**src/rtl/cons.sv**
```systemverilog
// -----------------------------------------------------------------------------
// cons : consumer end of a val/data producer stream.
//
// Every val=1 beat is offered to an internal FIFO (no backpressure). A small
// IDLE/PROC engine pops one entry at a time, spends PROC_CYCLES cycles on it
// and then emits it on out_val/out_data. The block also keeps a running sum,
// a processed-item count, burst statistics and a sticky overflow flag.
//
// Optional feature macro: CONS_RANGE_CHK_EN
//   defined   : beats with data > MAX_DATA are rejected (not pushed) and set
//               the sticky range_err flag.
//   undefined : every beat is pushed and range_err is tied to 0.
//
// Ports
//   clk        in   1              clock, rising edge
//   rst_b      in   1              asynchronous reset, active low
//   val        in   1              input beat valid
//   data       in   8              input beat payload
//   out_val    out  1              one-cycle pulse, out_data is a new item
//   out_data   out  8              last processed item (held)
//   sum        out  SUM_W          running sum of processed items (wraps)
//   item_cnt   out  16             processed item count (wraps)
//   burst_cnt  out  16             number of val rising edges (wraps)
//   last_len   out  8              length of last completed burst (sat. 255)
//   fifo_lvl   out  log2(DEPTH)+1  FIFO occupancy
//   overflow   out  1              sticky: a beat was dropped on a full FIFO
//   range_err  out  1              sticky: an out-of-range beat was seen
// -----------------------------------------------------------------------------
module cons #(
  parameter int DEPTH       = 8,
  parameter int PROC_CYCLES = 2,
  parameter int SUM_W       = 16,
  parameter int MAX_DATA    = 5
) (
  input  logic                     clk,
  input  logic                     rst_b,
  input  logic                     val,
  input  logic [7:0]               data,
  output logic                     out_val,
  output logic [7:0]               out_data,
  output logic [SUM_W-1:0]         sum,
  output logic [15:0]              item_cnt,
  output logic [15:0]              burst_cnt,
  output logic [7:0]               last_len,
  output logic [$clog2(DEPTH):0]   fifo_lvl,
  output logic                     overflow,
  output logic                     range_err
);

  localparam int AW = $clog2(DEPTH);
  localparam int LW = AW + 1;
  // A one-cycle PROC still needs a 1-bit timer to stay legal.
  localparam int TW = (PROC_CYCLES > 1) ? $clog2(PROC_CYCLES) : 1;

  localparam logic [LW-1:0] LVL_FULL = LW'(DEPTH);
  localparam logic [TW-1:0] T_LOAD   = TW'(PROC_CYCLES - 1);
  localparam logic [7:0]    MAX_D    = 8'(MAX_DATA);

  // Elaboration-time parameter sanity.
  if (DEPTH < 2 || (DEPTH & (DEPTH - 1)) != 0) begin : g_bad_depth
    $error("cons: DEPTH must be a power of 2 and >= 2");
  end
  if (PROC_CYCLES < 1) begin : g_bad_proc
    $error("cons: PROC_CYCLES must be >= 1");
  end
  if (MAX_DATA < 0 || MAX_DATA > 255) begin : g_bad_max
    $error("cons: MAX_DATA must fit in 8 bits");
  end

  typedef enum logic {IDLE, PROC} state_t;

  // ---------------------------------------------------------------------------
  // State
  // ---------------------------------------------------------------------------
  logic [7:0]       mem_q [DEPTH];
  logic [AW-1:0]    wr_ptr_q, rd_ptr_q;
  logic [LW-1:0]    lvl_q;

  state_t           state_q;
  logic [TW-1:0]    timer_q;
  logic [7:0]       work_q;
  logic             out_val_q;
  logic [7:0]       out_data_q;
  logic [SUM_W-1:0] sum_q;
  logic [15:0]      item_cnt_q;

  logic             val_d_q;
  logic [15:0]      burst_cnt_q;
  logic [7:0]       run_q;
  logic [7:0]       last_len_q;
  logic             overflow_q;

  // ---------------------------------------------------------------------------
  // Push / pop decisions (all based on the registered level)
  // ---------------------------------------------------------------------------
  logic          in_range;
  logic          push_req, push_ok, drop, pop;
  logic [LW-1:0] lvl_d;

  always_comb begin
`ifdef CONS_RANGE_CHK_EN
    in_range = (data <= MAX_D);
`else
    in_range = 1'b1;
`endif
    push_req = val & in_range;
    // IDLE pops as soon as anything is queued; PROC pops only as the current
    // item completes, so a pop and the item's out_val share one edge.
    pop      = (lvl_q != '0) && ((state_q == IDLE) || (timer_q == '0));
    // A full FIFO still takes a beat if the head leaves at the same edge.
    push_ok  = push_req && ((lvl_q != LVL_FULL) || pop);
    drop     = push_req && !push_ok;
    lvl_d    = lvl_q + LW'(push_ok) - LW'(pop);
  end

  // ---------------------------------------------------------------------------
  // FIFO storage and pointers
  // ---------------------------------------------------------------------------
  always_ff @(posedge clk) begin
    if (push_ok) mem_q[wr_ptr_q] <= data;
  end

  always_ff @(posedge clk or negedge rst_b) begin
    if (!rst_b) begin
      wr_ptr_q   <= '0;
      rd_ptr_q   <= '0;
      lvl_q      <= '0;
      overflow_q <= 1'b0;
    end else begin
      if (push_ok) wr_ptr_q <= wr_ptr_q + 1'b1;
      if (pop)     rd_ptr_q <= rd_ptr_q + 1'b1;
      lvl_q <= lvl_d;
      if (drop) overflow_q <= 1'b1;
    end
  end

  // ---------------------------------------------------------------------------
  // Processing FSM with registered outputs
  // ---------------------------------------------------------------------------
  always_ff @(posedge clk or negedge rst_b) begin
    if (!rst_b) begin
      state_q    <= IDLE;
      timer_q    <= '0;
      work_q     <= '0;
      out_val_q  <= 1'b0;
      out_data_q <= '0;
      sum_q      <= '0;
      item_cnt_q <= '0;
    end else begin
      out_val_q <= 1'b0;
      case (state_q)
        IDLE: begin
          if (pop) begin
            work_q  <= mem_q[rd_ptr_q];
            timer_q <= T_LOAD;
            state_q <= PROC;
          end
        end
        PROC: begin
          if (timer_q != '0) begin
            timer_q <= timer_q - 1'b1;
          end else begin
            out_val_q  <= 1'b1;
            out_data_q <= work_q;
            sum_q      <= sum_q + SUM_W'(work_q);
            item_cnt_q <= item_cnt_q + 16'd1;
            if (pop) begin
              work_q  <= mem_q[rd_ptr_q];
              timer_q <= T_LOAD;
            end else begin
              state_q <= IDLE;
            end
          end
        end
        default: state_q <= IDLE;
      endcase
    end
  end

  // ---------------------------------------------------------------------------
  // Burst statistics: every beat counts, accepted or not
  // ---------------------------------------------------------------------------
  always_ff @(posedge clk or negedge rst_b) begin
    if (!rst_b) begin
      val_d_q     <= 1'b0;
      burst_cnt_q <= '0;
      run_q       <= '0;
      last_len_q  <= '0;
    end else begin
      val_d_q <= val;
      if (val && !val_d_q) begin
        burst_cnt_q <= burst_cnt_q + 16'd1;
        run_q       <= 8'd1;
      end else if (val && val_d_q) begin
        if (run_q != 8'hFF) run_q <= run_q + 8'd1;
      end else if (!val && val_d_q) begin
        last_len_q <= run_q;
      end
    end
  end

  // ---------------------------------------------------------------------------
  // Optional range check
  // ---------------------------------------------------------------------------
`ifdef CONS_RANGE_CHK_EN
  logic range_err_q;
  always_ff @(posedge clk or negedge rst_b) begin
    if (!rst_b)               range_err_q <= 1'b0;
    else if (val && !in_range) range_err_q <= 1'b1;
  end
  assign range_err = range_err_q;
`else
  assign range_err = 1'b0;
`endif

  assign out_val   = out_val_q;
  assign out_data  = out_data_q;
  assign sum       = sum_q;
  assign item_cnt  = item_cnt_q;
  assign burst_cnt = burst_cnt_q;
  assign last_len  = last_len_q;
  assign fifo_lvl  = lvl_q;
  assign overflow  = overflow_q;

endmodule

```
**config.mk**
```make
export PLATFORM = sky130hd
export DESIGN_NAME = cons
export DESIGN_NICKNAME = d
export VERILOG_FILES = /design/src/rtl/cons.sv
export SDC_FILE = /design/constraint.sdc
export NUM_CORES = 1
export LEC_CHECK = 0
export CAP_MARGIN = 0
export CORE_MARGIN = 2
export CORE_UTILIZATION = 40
export DETAILED_ROUTE_END_ITERATION = 8
export PLACE_DENSITY = 0.65
export REMOVE_ABC_BUFFERS = 1
export SYNTH_ARGS = -nofsm -noshare
export SYNTH_HDL_FRONTEND = slang
export SYNTH_SLANG_ARGS = --single-unit
```
**constraint.sdc**
```tcl
create_clock -name clk -period 2.6 [get_ports clk]
set_input_delay 0.39 -clock clk [delete_from_list [all_inputs] [get_ports clk]]
set_output_delay 0.39 -clock clk [all_outputs]
set_load 0.1 [all_outputs]
```
==> results.yml <==
status:
  status: "completed"
setup_path:
  arrival_ps: 2620
  worstSetupPathType: "register to register"
  crit_required_ps: 2900
  startpoint_type: "register"
  r2r_setup_slack_ps: 280
  crit_fanout: 6
  end_kind: "register"
synthesis:
  syn_area_um2: 6984
  synth_cells: 532
  async_reset_ff_frac: 0.5975
  synth-seq-cells: 159
  synthFlopType: "dfrtp_1"
  seq_area_frac_synth: 0.6155
  syn_area_per_cell_um2: 13.13
  ys_warn_count: 0
  synth.distinct_cells: 65
  synth_edf_count: 64
cts:
  worst_skew_pair.late_latency_ps: 420
  tritoncts: "done"
  clock_sinks: 159
  cts-root-buf: "clkbuf_16"
  h-tree-depth: 4
  hold_buffers: 1
  cts_made_buffers: 17
  cts_buffer_depth: 2
  clk_pin_slew_worst_paths_ps: 60
  ctsResizeCount: 0
  cts_setup_buffers: 0
route:
  post_drt_wl_per_cell_um: 15.44
  drcViolationCount: 0
  ant_nets: 0
  routed_wirelength_mm: 13.32
  dr.pass1.iters: 4
  avgViaCountPerCell: 5.108
  vias: 4408
  drt_iter0_drc: 286
layout:
  syn_to_final_growth_pct: 21.66
  drive_gt1_frac: 0.2429
  num_antenna_cells: 0
  fillers: 1536
  final_common_cell: "dfrtp_1"
  final_util: 0.4947
  nets: 656
  final_cell_mix: "dfrtp_1, nand2_1, buf_4"
grt:
  grt_max_degree: 55
  grt_pass1_wl_mm: 21.99
  grt_pass1_vias: 4443
  track_usage: 0.1528
  antenna_found_initial: 0
  grt_overflow_total: 0
timing:
  finalClockSkew_ps: 7.533
  fin_crit_ps: 2316
  tns_ps: 0
  worst_slack_ps: 284.3
  rsz0062_at_grt: "false"
  setup_viol: 0
  drv_slew: 0
  tightest_slew_ps: 596.3
  relSlewSlack: 0.6025
  max_freq_mhz: 431.8
  finalHoldViolCount: 0
  fin_crit_sh: 0.8906
place:
  globalplace.congestion: 0.7691
  io_buffers: 80
  pre_cts_ws_ps: 293.8
  hpwl_mm: 9.127
floorplanning:
  fp.dieW_um: 136.1
  core_area_um2: 17180
  rows: 48
  start_util: 0.4066
  fp.dieH_um: 136.1
  ios: 82
  dieArea_um2: 18530
hold_path:
  min_path_type: "register to register"
run:
  drv_cap: 0
-- metrics by stage --
step / hold WS, ps / cell area [um2] / std cells
after floorplan: 94.41 / 6882 / 511
after global routing: 491.7 / 8497 / 863
after global placement: 405.9 / 7904 / 830
after CTS: 483.5 / 8497 / 863
final: 476.8 / 8497 / 863
after detailed placement: 412.6 / 7904 / 830
-- final timing paths --
path                              from            end  cells past startpoint
min in group asynchronous        rst_b  burst_cnt[10]                      2
max reg2reg                fifo_lvl[2]    fifo_lvl[2]                      9
max                        fifo_lvl[2]    fifo_lvl[2]                      9
max in group asynchronous        rst_b         sum[0]                      3
min reg2reg                out_data[3]    out_data[3]                      2
min                        out_data[3]    out_data[3]                      2
-- state kept, by name (all words and copies together) (netlist names), 3 cells and up --
signal,cells
out_data,8
fifo_lvl,4
burst_cnt,16
mem_q,64
wr_ptr_q,3
sum,16
last_len,8
run_q,8
work_q,8
rd_ptr_q,3
item_cnt,16
-- layout make-up --
type	count	area, um2	share of cell area
timing repair buffer	95	750.7	0.08835
clock buffer	17	425.4	0.05007
inverter	14	52.55	0.006185
sequential	159	4299	0.5060
tap	225	281.5	0.03313
clock inverter	15	157.7	0.01855
multi-input combinational	338	2530	0.2977
-- worst max-delay path, cell delays in order, from the launching register on --
cell and delay (ps):
dfrtp_1 380, inv_1 110, ha_1 160, inv_1 90, a2111oi_4 350, nand2b_2 260
o21ai_0 100, ha_1 230, fa_1 380, xor2_1 150
-- cell families after synthesis --
logic type      Yosys count  synth area share
flops                   159            0.6155
simple gates            176            0.1276
fa+ha+maj                20           0.03798
other cells               1         0.0005369
xor+xnor                 45           0.05643
compound gates           64           0.06378
mux                      32           0.07596
buf+inv                  35           0.02221
-- cells in the mapped netlist, types with 8 or more instances --
cell | instances | area share
nand3_1 | 18 | 0.013
xor2_1 | 12 | 0.015
buf_2 | 9 | 0.0064
xnor2_1 | 33 | 0.041
a21oi_1 | 13 | 0.0093
o21ai_0 | 22 | 0.016
dfrtp_1 | 95 | 0.34
nand4_1 | 9 | 0.0081
ha_1 | 18 | 0.032
nand2_1 | 88 | 0.047
edfxtp_1 | 64 | 0.28
mux4_2 | 16 | 0.052
mux2i_1 | 8 | 0.011
inv_1 | 13 | 0.0070
nor2_1 | 9 | 0.0048
-- layer usage --
metal | track usage | wire length [um]
met5 | 0 | 0
met4 | 0.05093 | 171
met3 | 0.03430 | 412
met2 | 0.2465 | 6649
met1 | 0.2051 | 6091
Power is not shown: default switching activity piles up to over one toggle a cycle in this logic, so the estimate is an artifact.
